<file path="src/rtl/hdmi_cmd_scheduler.sv">
// rtl/hdmi_cmd_scheduler.sv - buffered command front-end feeding the HDMI serializers
//
// Queues per-channel 10-bit command words with a repeat count and emits one registered
// word set per pixel clock. Output starts only once PREFILL commands are queued; an
// empty queue while streaming inserts the idle word and drops back to filling.
//
// Ports:
//   clk_px          pixel clock, rising edge
//   reset           asynchronous active-high reset
//   cmd_tdata       {repeat, ch[CHANNELS-1] word, ..., ch[0] word}
//   cmd_tvalid      command valid
//   cmd_tready      command accepted when high together with cmd_tvalid
//   flush           discard the queue and return to filling
//   pulse_word      pulse-lane word (0 in reset, PULSE_WORD afterwards)
//   data_words      data-lane words, channel i at [10*i+9:10*i]
//   fill_level      commands currently queued
//   underflow_count saturating count of underflow events
//   streaming       high while the scheduler is emitting queued commands
module hdmi_cmd_scheduler #(
    parameter int         CHANNELS   = 3,
    parameter int         REP_W      = 8,
    parameter int         DEPTH      = 16,
    parameter int         PREFILL    = 4,
    parameter logic [9:0] IDLE_WORD  = 10'b1101010100,
    parameter logic [9:0] PULSE_WORD = 10'b1111100000
) (
    input  logic                          clk_px,
    input  logic                          reset,
    input  logic [10*CHANNELS+REP_W-1:0]  cmd_tdata,
    input  logic                          cmd_tvalid,
    output logic                          cmd_tready,
    input  logic                          flush,
    output logic [9:0]                    pulse_word,
    output logic [10*CHANNELS-1:0]        data_words,
    output logic [$clog2(DEPTH):0]        fill_level,
    output logic [15:0]                   underflow_count,
    output logic                          streaming
);

    localparam int CMD_W  = 10*CHANNELS + REP_W;
    localparam int DATA_W = 10*CHANNELS;
    localparam int AW     = $clog2(DEPTH);
    localparam int LW     = AW + 1;

    typedef enum logic {ST_FILL, ST_RUN} state_t;

    state_t             state, state_nx;
    logic [CMD_W-1:0]   mem [DEPTH];
    logic [AW-1:0]      wr_ptr, rd_ptr;
    logic [REP_W-1:0]   rep_cnt;
    logic [15:0]        uf_cnt;
    logic [CMD_W-1:0]   head;
    logic               push, pop, underflow;

    assign head            = mem[rd_ptr];
    assign underflow_count = uf_cnt;
    assign streaming       = (state == ST_RUN);

    // Ready ignores a pop in the same cycle so a full queue never accepts.
    assign cmd_tready = !reset && (fill_level < LW'(DEPTH)) && !flush;
    assign push       = cmd_tvalid && cmd_tready;

    always_comb begin
        state_nx  = state;
        pop       = 1'b0;
        underflow = 1'b0;
        case (state)
            ST_FILL: begin
                if (!flush && fill_level >= LW'(PREFILL))
                    state_nx = ST_RUN;
            end
            ST_RUN: begin
                if (flush) begin
                    state_nx = ST_FILL;
                end else if (rep_cnt == '0) begin
                    // A push in this cycle is not yet visible, so it cannot avert underflow.
                    if (fill_level != '0) begin
                        pop = 1'b1;
                    end else begin
                        underflow = 1'b1;
                        state_nx  = ST_FILL;
                    end
                end
            end
            default: state_nx = ST_FILL;
        endcase
    end

    always_ff @(posedge clk_px or posedge reset) begin
        if (reset) begin
            state      <= ST_FILL;
            wr_ptr     <= '0;
            rd_ptr     <= '0;
            fill_level <= '0;
            rep_cnt    <= '0;
            uf_cnt     <= '0;
            pulse_word <= '0;
            data_words <= {CHANNELS{IDLE_WORD}};
        end else begin
            state      <= state_nx;
            pulse_word <= PULSE_WORD;
            if (flush) begin
                wr_ptr     <= '0;
                rd_ptr     <= '0;
                fill_level <= '0;
                rep_cnt    <= '0;
                data_words <= {CHANNELS{IDLE_WORD}};
            end else begin
                if (push)
                    wr_ptr <= wr_ptr + AW'(1);
                if (pop)
                    rd_ptr <= rd_ptr + AW'(1);
                case ({push, pop})
                    2'b10:   fill_level <= fill_level + LW'(1);
                    2'b01:   fill_level <= fill_level - LW'(1);
                    default: fill_level <= fill_level;
                endcase

                if (pop) begin
                    data_words <= head[DATA_W-1:0];
                    rep_cnt    <= head[CMD_W-1 -: REP_W];
                end else if (state == ST_RUN && rep_cnt != '0) begin
                    rep_cnt <= rep_cnt - REP_W'(1);
                end else if (state != ST_RUN || underflow) begin
                    data_words <= {CHANNELS{IDLE_WORD}};
                end

                if (underflow && uf_cnt != 16'hFFFF)
                    uf_cnt <= uf_cnt + 16'd1;
            end
        end
    end

    // Storage needs no reset; pointers and fill_level define which entries are live.
    always_ff @(posedge clk_px) begin
        if (push)
            mem[wr_ptr] <= cmd_tdata;
    end

endmodule
</file>
<file path="config.mk">
export PLATFORM = sky130hd
export DESIGN_NAME = hdmi_cmd_scheduler
export DESIGN_NICKNAME = d
export VERILOG_FILES = /design/src/rtl/hdmi_cmd_scheduler.sv
export SDC_FILE = /design/constraint.sdc
export NUM_CORES = 1
export LEC_CHECK = 0
export ABC_AREA = 1
export BUFFER_PORTS_ARGS = -buffer_cell sky130_fd_sc_hd__buf_2
export CORE_UTILIZATION = 40
export CTS_CLUSTER_DIAMETER = 60
export CTS_CLUSTER_SIZE = 28
export DETAILED_ROUTE_END_ITERATION = 6
export GPL_TIMING_DRIVEN = 0
export HOLD_SLACK_MARGIN = 0.12
export PLACE_DENSITY = 0.57
export SYNTH_ARGS = -nofsm -noshare
export SYNTH_HDL_FRONTEND = slang
export SYNTH_SLANG_ARGS = --single-unit
</file>
<file path="constraint.sdc">
create_clock -name clk_px -period 9.9 [get_ports clk_px]
set_input_delay 2.475 -clock clk_px [delete_from_list [all_inputs] [get_ports clk_px]]
set_output_delay 2.475 -clock clk_px [all_outputs]
set_load 0.03 [all_outputs]
</file>
==> flow_summary_export.csv, run 1 <==
group,metric,value,unit
status,status,"completed",
timing,rsz0062_at_grt,"no",
final_layout,area_delta_synth_final,14.4,%
grt,grt_overflow,0,
worst_setup_path,r2r-end,"data_words[19]$_DFFE_PP1P_",
worst_setup_path,critPathLaunch,"flush",
grt,grt_pass1_wl,122000,µm
grt,antenna_found_initial,2,
synthesis,netlist.area_leader.share,67.2,%
synthesis,synth_area,27200,µm²
placement,place_congestion,0.816,
cts,cts_buffer_depth,3,
synthesis,synth_most_common_cell,"edfxtp_1",
cts,cts_setup_buffers,0,
synthesis,yosys-top-cells-count,"edfxtp_1, nand2_1, nand3_1, nor2_1, o21ai_0",
cts,cts-root-buf,"clkbuf_16",
final_layout,stdcell_count,3184,
final_layout,postLayoutCellArea,31100,µm²
placement,portBuffers,98,
synthesis,synth_largest_area_cell,"edfxtp_1",
worst_setup_path,timing.rr.start,"rd_ptr[1]$_DFFE_PP0N_",
route,viasPerCell,5.82,
final_layout,nNetsFinal,2327,
route,drt-initial-drc-count,2007,
placement,dp_slack,4.38,ns
placement,dp.cells,3104,
synthesis,async_flop_share,10.2,%
route,via_count,18500,
worst_setup_path,cp.required,7.43,ns
timing,finalCriticalPeriod,5.52,ns
timing,relSlewSlack,31.6,%
grt,grt_pass1_vias,17700,
cts,numCtsBuffers,43,
floorplan,dieArea,69000,µm²
grt,grt_start_max_net_pins,38,
worst_setup_path,end_kind,"primary output",
pwr,irDropWorstVdd,143,µV
timing,fmax,0.181,GHz
cts,clkSinkCount,677,
cts,path_clk_slew,0.08,ns
synthesis,synthCells,2104,
timing,period_share,55.7,%
synthesis,synth_area_leaders,"edfxtp_1, nand2_1, dfrtp_1",
cts,tritoncts,"done",
synthesis,ys_types,41,
final_layout,layout-drive-gt1-share,14.1,%
floorplan,start_util,40.5,%
worst_setup_path,worst-r2r-cell-count,8,
worst_setup_path,crit_path_start_kind,"input pin",
timing,skew,0.0433,ns
cts,insertion_delay,0.62,ns
floorplan,chipHeight,263,µm
floorplan,io_pins,105,
floorplan,rows,95,
pwr,power_density,201,nW/µm²
synthesis,ys.warnings.count,0,
timing,fin_setup_tns,0,ns
pwr,power.leakage,10.9,nW
route,route.detailed.drc,0,
worst_setup_path,path_class,"in -> out",
route,drtPass1Iterations,7,
route,ant_nets,0,
floorplan,core-area,67200,µm²
run,drv_cap,0,
cts,ctsHoldBuffers,0,
timing,hold_violations,0,
synthesis,ys.flop_type,"edfxtp_1",
synthesis,syn_area_per_cell,12.9,µm²
final_layout,final_util,46.3,%
timing,setup_slack,4.38,ns
timing,worstMarginPinSlew,1.03,ns
worst_setup_path,r2r_setup_slack,7.15,ns
worst_setup_path,crit_fanout,9,
cts,ctsResizeCount,0,
synthesis,synth_edf_count,608,
worst_hold_path,hp-class,"reg -> reg",
final_layout,diodes,0,
timing,maxSlewViolCount,0,
synthesis,yosys_register_bits,677,
worst_setup_path,endpoint,"cmd_tready",
worst_setup_path,crit_arrival,3.04,ns
timing,final-setup-viol-count,0,
synthesis,yosysSeqAreaShare,73.6,%
grt,gr-usage-all-layers,24.1,%
floorplan,die_w,263,µm
cts,h-tree-depth,2,
route,routed_wl,83600,µm
route,wl_per_cell,26.3,µm
placement,postPlaceCellArea,29500,µm²
placement,dp_hpwl,54200,µm
## how the worst min path moves through the flow
stage,start,cells past startpoint,to,slack [ns]
finish,data_words[10]$_DFFE_PP0P_,2,data_words[10]$_DFFE_PP0P_,0.48
global route,data_words[10]$_DFFE_PP0P_,2,data_words[10]$_DFFE_PP0P_,0.50
CTS,data_words[10]$_DFFE_PP0P_,2,data_words[10]$_DFFE_PP0P_,0.48
detailed placement,data_words[1]$_DFFE_PP0P_,2,data_words[1]$_DFFE_PP0P_,0.46
global placement,data_words[1]$_DFFE_PP0P_,2,data_words[1]$_DFFE_PP0P_,0.46
floorplan,rep_cnt[1]$_DFFE_PP0P_,2,rep_cnt[1]$_DFFE_PP0P_,0.53
## sequential cells by signal, indices dropped and copies added, names as in the netlist
register and flops:
fill_level 5, pulse_word 1, underflow_count 16, wr_ptr 4, data_words 30, rep_cnt 8, mem 608, streaming 1
rd_ptr 4
## kinds of logic (layout without fill, tap and decap cells)
kind of cell	count (synthesis)	count (layout)	share of synthesized area (%)
other	2	6	0.0276
adder cells (fa/ha/maj)	9	9	0.415
flip-flops	677	677	73.6
AND/OR/NAND/NOR	782	782	12.5
AO/OA/AOI/OAI	404	404	9.46
buffers and inverters	209	412	3.32
XOR/XNOR	21	21	0.677
## area by class of cell
class	count	area, µm²
buffer	144	658
clock buffer	47	1110
clock inverter	33	500
fill	5911	36100
inverter	65	246
multi-input combinational	1222	6400
sequential	677	20000
tap	873	1090
timing repair buffer	123	1070
## routing by layer
metal | share of wire, % | track usage [%] | up-vias
li1 | - | - | 8055
met1 | 42 | 34.5 | 9424
met2 | 46 | 37.7 | 901
met3 | 8.9 | 4.02 | 152
met4 | 3.1 | 7.71 | 4
met5 | 0.035 | 0 | -
## critical path, cell delays in order
cell,delay [ns]
buf_4,0.17
nor3_1,0.17
buf_2,0.22
## where the power goes
part	internal (mW)	switching (mW)	leakage (nW)
Combinational	0.264	0.715	3.76
Clock	0.957	1.11	0.773
Sequential	3.16	0.0357	6.36
Total	4.38	1.86	10.9
## placed cells by master (no fill, tap or decap), drive strengths merged, types with 54 or more instances in the layout
cell    count
a21oi     102
nand3     216
nand2     382
buf       194
o21ai     145
dfrtp      54
edfxtp    608
nor2      168
inv        82
clkbuf    120
## per-stage QoR
step                hold WS (ns)  total power, mW
CTS                        0.484             6.26
detailed placement         0.462             4.22
global placement           0.460             4.20
global route               0.499             6.44
floorplan                  0.534             3.86
finish                     0.481             6.24
No activity file was read; power rests on OpenSTA's default activity.
==> run 2, diff against run 1 <==
--- a/config.mk
+++ b/config.mk
@@ -13,7 +13,7 @@
 export DETAILED_ROUTE_END_ITERATION = 6
 export GPL_TIMING_DRIVEN = 0
 export HOLD_SLACK_MARGIN = 0.12
-export PLACE_DENSITY = 0.57
+export PLACE_DENSITY = 0.59
 export SYNTH_ARGS = -nofsm -noshare
 export SYNTH_HDL_FRONTEND = slang
 export SYNTH_SLANG_ARGS = --single-unit
==> constraint.sdc (replaced) <==
create_clock -name clk_px -period 4.5 [get_ports clk_px]
set_input_delay 1.125 -clock clk_px [delete_from_list [all_inputs] [get_ports clk_px]]
set_output_delay 1.125 -clock clk_px [all_outputs]
set_load 0.03 [all_outputs]
==> run 2 against run 1 <==
  * Highest routed layer unchanged
  * Total power increased by 120%
  * Clock-buffer cell count unchanged
  * Cell count about the same
  * Clock power increased by 120%
  * Critical path depth increased by 5
  * Global-route usage decreased by 0.091 points
  * Register-to-register slack got worse by 5.5 ns
  * Hold slack got worse by 0.0095 ns
  * Cell area increased by 0.14%
  * Via count increased by 0.78%
  * Worst setup slack got worse by 3.2 ns
==> flow_summary_export.csv, run 2 (same netlist as run 1, synthesis figures left out) <==
group,metric,value,unit
floorplan,rows,95,
cts,clkSinkCount,677,
worst_setup_path,crit_path_start_kind,"input pin",
final_layout,regMostFlops,"mem",
worst_setup_path,cp_slowest_cell,"nor2_4",
pwr,combPwrFrac,15.8,%
worst_setup_path,cp_common_cell,"buf_12",
worst_setup_path,critPathMaxStageDelay,0.83,ns
final_layout,largest_register_ffs,608,
route,drtPass1Iterations,6,
timing,rsz0062_at_grt,"no",
pwr,irDropWorstVdd,265,µV
placement,place_congestion,0.833,
worst_setup_path,timing.rr.start,"rd_ptr[3]$_DFFE_PP0N_",
worst_setup_path,crit_fanout,29,
pwr,p_int,9.69,mW
floorplan,dieArea,69000,µm²
worst_setup_path,path_class,"in -> reg",
placement,portBuffers,98,
timing,period_share,73.2,%
route,ant_nets,0,
route,routed_wl,83800,µm
run,drv_cap,0,
floorplan,core-area,67200,µm²
cts,path_clk_slew,0.08,ns
floorplan,start_util,40.5,%
cts,cts_buffer_depth,3,
cts,cts_setup_buffers,0,
worst_setup_path,cp.buffers_inverters,5,
grt,grt_overflow,0,
cts,cts-root-buf,"clkbuf_16",
worst_setup_path,path_cells,"buf_2, clkinvlp_4, buf_12, nand3_1, inv_2, nand2_1, nor2_4, buf_12",
pwr,power_frac_seq,51.1,%
worst_setup_path,end_kind,"flop",
worst_setup_path,crit_arrival,3.58,ns
pwr,total_power,13.7,mW
route,viasPerCell,5.86,
worst_setup_path,path_delay_family,"simple AND/OR/NAND/NOR gates",
floorplan,chipHeight,263,µm
cts,h-tree-depth,2,
timing,maxSlewViolCount,0,
cts,ctsHoldBuffers,0,
final_layout,final_util,46.3,%
worst_hold_path,hp-class,"in -> async",
final_layout,mostFrequentLayoutCell,"edfxtp_1",
grt,gr-usage-all-layers,24.1,%
pwr,switching_share,29.5,%
placement,dp_slack,0.560,ns
timing,final-setup-viol-count,0,
placement,postPlaceCellArea,29500,µm²
pwr,clock_power_share,33.1,%
timing,skew,0.0383,ns
timing,fin_setup_tns,0,ns
route,wl_per_cell,26.3,µm
worst_setup_path,critPathLaunch,"reset",
cts,insertion_delay,0.62,ns
floorplan,die_w,263,µm
timing,worstMarginPinSlew,1.06,ns
route,route.detailed.drc,0,
grt,grt_pass1_vias,18000,
final_layout,postLayoutCellArea,31100,µm²
timing,setup_slack,1.20,ns
timing,fmax,0.303,GHz
final_layout,nNetsFinal,2329,
pwr,power.leakage,10.9,nW
placement,dp_hpwl,54000,µm
route,drt-initial-drc-count,2146,
worst_setup_path,r2r_setup_slack,1.70,ns
cts,tritoncts,"done",
final_layout,area_delta_synth_final,14.5,%
grt,grt_start_max_net_pins,34,
grt,antenna_found_initial,3,
cts,numCtsBuffers,43,
pwr,p_sw,4.05,mW
final_layout,final_cell_mix,"edfxtp_1, nand2_1, nand3_1, buf_2, nor2_1",
floorplan,io_pins,105,
timing,relSlewSlack,29.3,%
pwr,power_density,441,nW/µm²
final_layout,layout-drive-gt1-share,14.2,%
route,via_count,18700,
cts,ctsResizeCount,0,
timing,hold_violations,0,
status,status,"completed",
timing,finalCriticalPeriod,3.30,ns
grt,grt_pass1_wl,122000,µm
worst_setup_path,cp.required,4.79,ns
run 2: cell count changes in the layout (fill, tap and decap cells not counted), sizes merged:
cell / delta
diode: +2
clkinvlp: +3
bufinv: +1
clkinv: -3
buf: +2
inv: -2
run 2: routing by layer:
| layer | global-route usage (%) | part of all wire (%) | up-vias |
|---|---|---|---|
| li1 | - | - | 8050 |
| met5 | 0 | 0.0096 | - |
| met4 | 8.62 | 3.6 | 2 |
| met1 | 33.4 | 40 | 9455 |
| met3 | 3.60 | 9.3 | 166 |
| met2 | 38.5 | 47 | 1007 |
run 2: worst register-to-register path, delay by kind of cell, from the launching register on:
kind | cells | cell delay (ns)
compound gates | 1 | 0.19
buf+inv | 4 | 1.70
flops | 1 | 0.37
simple gates | 2 | 0.41
run 2: area by class of cell:
type | instances | area, µm²
Fill cell | 5872 | 36000
Sequential cell | 677 | 20000
Multi-Input combinational cell | 1222 | 6400
Clock buffer | 47 | 1130
Timing Repair Buffer | 125 | 1120
Tap cell | 873 | 1090
Buffer | 144 | 658
Clock inverter | 32 | 460
Inverter | 65 | 248
Antenna cell | 2 | 5.00
run 2: power groups by stage:
stage          registers, mW  logic [mW]  clock network [mW]
3_5_place_dp            7.16        2.14                   0
6_report                7.02        2.17                4.54
4_1_cts                 7.02        2.15                4.58
3_3_place_gp            7.16        2.07                   0
2_1_floorplan           7.25        1.24                   0
5_1_grt                 7.03        2.34                4.79
run 2: final timing paths:
path,cells past startpoint,end
worst min register to register,2,data_words[0]$_DFFE_PP0P_
worst max register to register,7,rep_cnt[4]$_DFFE_PP0P_
worst min-delay path,2,underflow_count[5]$_DFFE_PP0P_
worst max-delay path,8,mem[8][17]$_DFFE_PP_
max in group asynchronous,4,data_words[16]$_DFFE_PP1P_
min in group clk_px,2,data_words[0]$_DFFE_PP0P_
run 2: stage by stage:
| stage | instances | hold slack (ns) |
|---|---|---|
| CTS | 3185 | 0.452 |
| floorplan | 2108 | 0.534 |
| global placement | 3079 | 0.462 |
| finish | 3187 | 0.472 |
| global route | 3187 | 0.475 |
| detailed placement | 3106 | 0.461 |
==> run 3, diff against run 2 <==
--- a/config.mk
+++ b/config.mk
@@ -5,7 +5,7 @@
 export SDC_FILE = /design/constraint.sdc
 export NUM_CORES = 1
 export LEC_CHECK = 0
-export ABC_AREA = 1
+export ABC_AREA = 0
 export BUFFER_PORTS_ARGS = -buffer_cell sky130_fd_sc_hd__buf_2
 export CORE_UTILIZATION = 40
 export CTS_CLUSTER_DIAMETER = 60
@@ -13,7 +13,7 @@
 export DETAILED_ROUTE_END_ITERATION = 6
 export GPL_TIMING_DRIVEN = 0
 export HOLD_SLACK_MARGIN = 0.12
-export PLACE_DENSITY = 0.59
+export PLACE_DENSITY = 0.57
 export SYNTH_ARGS = -nofsm -noshare
 export SYNTH_HDL_FRONTEND = slang
 export SYNTH_SLANG_ARGS = --single-unit
==> constraint.sdc (replaced) <==
create_clock -name clk_px -period 3.2 [get_ports clk_px]
set_input_delay 0.8 -clock clk_px [delete_from_list [all_inputs] [get_ports clk_px]]
set_output_delay 0.8 -clock clk_px [all_outputs]
set_load 0.03 [all_outputs]
==> run 3 against run 2 <==
  * Via count is 34% lower
  * Synthesized area fell by 3.8%
  * Clock power up 53%
  * Global-route usage shrank 5.5 points
  * Combinational power down 75%
  * First-iteration DRC count decreased by 39%
  * Cell area is 1.6% lower
  * Critical endpoint is now fill_level[4]$_DFFE_PP0P_
==> flow_summary_export.csv, run 3 <==
group,metric,value,unit
cts,path_clk_slew,0.09,ns
synthesis,ys_types,59,
grt,grt_start_max_net_pins,40,
route,viasPerCell,5.46,
cts,ctsHoldBuffers,0,
timing,maxSlewViolCount,0,
synthesis,ys.flop_type,"edfxtp_1",
final_layout,layout-drive-gt1-share,35.8,%
synthesis,synth_most_common_cell,"edfxtp_1",
worst_hold_path,hp-class,"in -> async",
synthesis,synth_area,26100,µm²
grt,grt_overflow,0,
worst_setup_path,end_kind,"flop",
synthesis,synth_largest_area_cell,"edfxtp_1",
timing,fin_setup_tns,0,ns
pwr,p_sw,4.04,mW
grt,gr-usage-all-layers,18.6,%
synthesis,yosys_register_bits,677,
final_layout,regMostFlops,"mem",
pwr,p_int,13.2,mW
timing,hold_violations,0,
synthesis,yosysSeqAreaShare,76.5,%
floorplan,die_w,258,µm
status,status,"completed",
cts,insertion_delay,0.62,ns
final_layout,final_cell_mix,"edfxtp_1, mux4_2, buf_2, dfrtp_1, clkbuf_16",
grt,grt_pass1_wl,88300,µm
worst_setup_path,crit_arrival,3.60,ns
final_layout,mostFrequentLayoutCell,"edfxtp_1",
timing,skew,0.0342,ns
cts,cts-root-buf,"clkbuf_16",
placement,portBuffers,99,
final_layout,largest_register_ffs,608,
cts,numCtsBuffers,48,
synthesis,synth_area_leaders,"edfxtp_1, mux4_2, dfrtp_1",
final_layout,nNetsFinal,1422,
synthesis,synthCells,1169,
route,drtPass1Iterations,7,
floorplan,chipHeight,258,µm
floorplan,dieArea,66400,µm²
worst_setup_path,crit_fanout,6,
run,drv_cap,0,
worst_setup_path,timing.rr.start,"rep_cnt[0]$_DFFE_PP0P_",
timing,finalCriticalPeriod,3.08,ns
timing,worstMarginPinSlew,1.19,ns
placement,dp.cells,2162,
synthesis,netlist.area_leader.share,69.9,%
pwr,power.leakage,9.78,nW
final_layout,stdcell_count,2266,
worst_setup_path,critPathLaunch,"rep_cnt[0]$_DFFE_PP0P_",
worst_setup_path,path_class,"reg -> reg",
pwr,combPwrFrac,3.2,%
synthesis,async_flop_share,10.2,%
timing,relSlewSlack,20.6,%
worst_setup_path,crit_path_start_kind,"flop",
pwr,clock_power_share,40.4,%
placement,dp_hpwl,38500,µm
route,routed_wl,60700,µm
route,via_count,12400,
pwr,power_frac_seq,56.4,%
synthesis,synth_edf_count,608,
timing,final-setup-viol-count,0,
grt,antenna_found_initial,5,
floorplan,start_util,40.5,%
cts,tritoncts,"done",
synthesis,yosys-top-cells-count,"edfxtp_1, mux4_2, dfrtp_1, clkbuf_1, nand2_1",
cts,clkSinkCount,677,
timing,fmax,0.325,GHz
route,drt-initial-drc-count,1313,
route,wl_per_cell,26.8,µm
worst_setup_path,cp.required,3.72,ns
pwr,power_density,563,nW/µm²
timing,period_share,96.2,%
cts,h-tree-depth,2,
floorplan,core-area,64500,µm²
grt,grt_pass1_vias,12600,
synthesis,syn_area_per_cell,22.4,µm²
pwr,irDropWorstVdd,365,µV
floorplan,rows,93,
pwr,switching_share,23.4,%
synthesis,ys.warnings.count,0,
route,ant_nets,0,
final_layout,area_delta_synth_final,17.1,%
final_layout,final_util,47.5,%
placement,place_congestion,0.783,
floorplan,io_pins,105,
pwr,total_power,17.2,mW
route,route.detailed.drc,0,
cts,cts_buffer_depth,3,
run 3: cell count changes in the layout (fill, tap and decap cells not counted), moves of 91 or more:
cell	change
nand2_1	-351
nand3_1	-206
mux4_2	+187
o21ai_0	-123
nor2_1	-120
a21oi_1	-91
run 3: path summary, 6_finish.rpt:
| kind | endpoint | slack [ns] | depth (start not counted) |
|---|---|---|---|
| min in group clk_px | underflow_count[15]$_DFFE_PP0P_ | 0.50 | 1 |
| min reg2reg | underflow_count[15]$_DFFE_PP0P_ | 0.50 | 1 |
| max reg2reg | fill_level[4]$_DFFE_PP0P_ | 0.12 | 11 |
| max in group asynchronous | data_words[19]$_DFFE_PP1P_ | 2.23 | 3 |
| min | rep_cnt[0]$_DFFE_PP0P_ | 0.31 | 2 |
| max | fill_level[4]$_DFFE_PP0P_ | 0.12 | 11 |
run 3: through the flow:
stage          setup WS, ns  hold slack (ns)  cell area, µm²
2_1_floorplan        0.0431            0.465           26300
3_3_place_gp          -1.73            0.474           27900
3_5_place_dp         -0.464            0.483           28600
4_1_cts              0.0173            0.318           30500
5_1_grt            -0.00408            0.352           30600
6_report              0.121            0.311           30600
run 3: final cells by class:
cell class | instances | area (µm²)
clock inverters | 38 | 621
well taps | 855 | 1070
plain buffers | 67 | 340
flip-flops and latches | 677 | 20000
clock buffers | 51 | 1230
multi-input cells | 418 | 5980
diodes | 1 | 2.50
inverters | 11 | 43.8
fillers | 5286 | 33900
repair buffers | 148 | 1310
run 3: power by group through the flow:
stage / Clock (mW) / Combinational [mW] / Sequential, mW
finish: 6.95 / 0.553 / 9.72
global route: 7.39 / 0.607 / 9.73
CTS: 7.12 / 0.558 / 9.72
detailed placement: 0 / 0.557 / 9.91
global placement: 0 / 0.522 / 9.91
floorplan: 0 / 0.282 / 9.95
run 3: critical path: stages (launching register included):
cell and delay [ns]:
dfrtp_1 0.42, inv_1 0.11, ha_2 0.22, or3b_1 0.37, buf_6 0.14, nor4_4 0.29, nor3b_4 0.35, xor2_1 0.14
ha_2 0.23, a311o_1 0.37, a31o_1 0.22, a21oi_2 0.12
run 3: kinds of logic after synthesis:
group	synth area share, %
flip-flops	76.5
multiplexers	16.4
AND/OR/NAND/NOR	2.40
buffers and inverters	1.36
AO/OA/AOI/OAI	2.20
XOR/XNOR	0.637
adder cells (fa/ha/maj)	0.431
other	0.0287
run 3: routing by layer:
metal | vias to the layer above | GRT usage [%] | part of all wire (%)
met2 | 307 | 30.2 | 49
li1 | 5308 | - | -
met5 | - | 0 | 0.076
met3 | 61 | 2.97 | 5.4
met4 | 8 | 3.67 | 1.3
met1 | 6694 | 26.8 | 44
run 3: timing repair:
action	CTS	global route
setup buffers	7	7
setup endpoints to repair	78	30
pin swaps	4	2
cloned	0	0
gates resized for setup	5	12
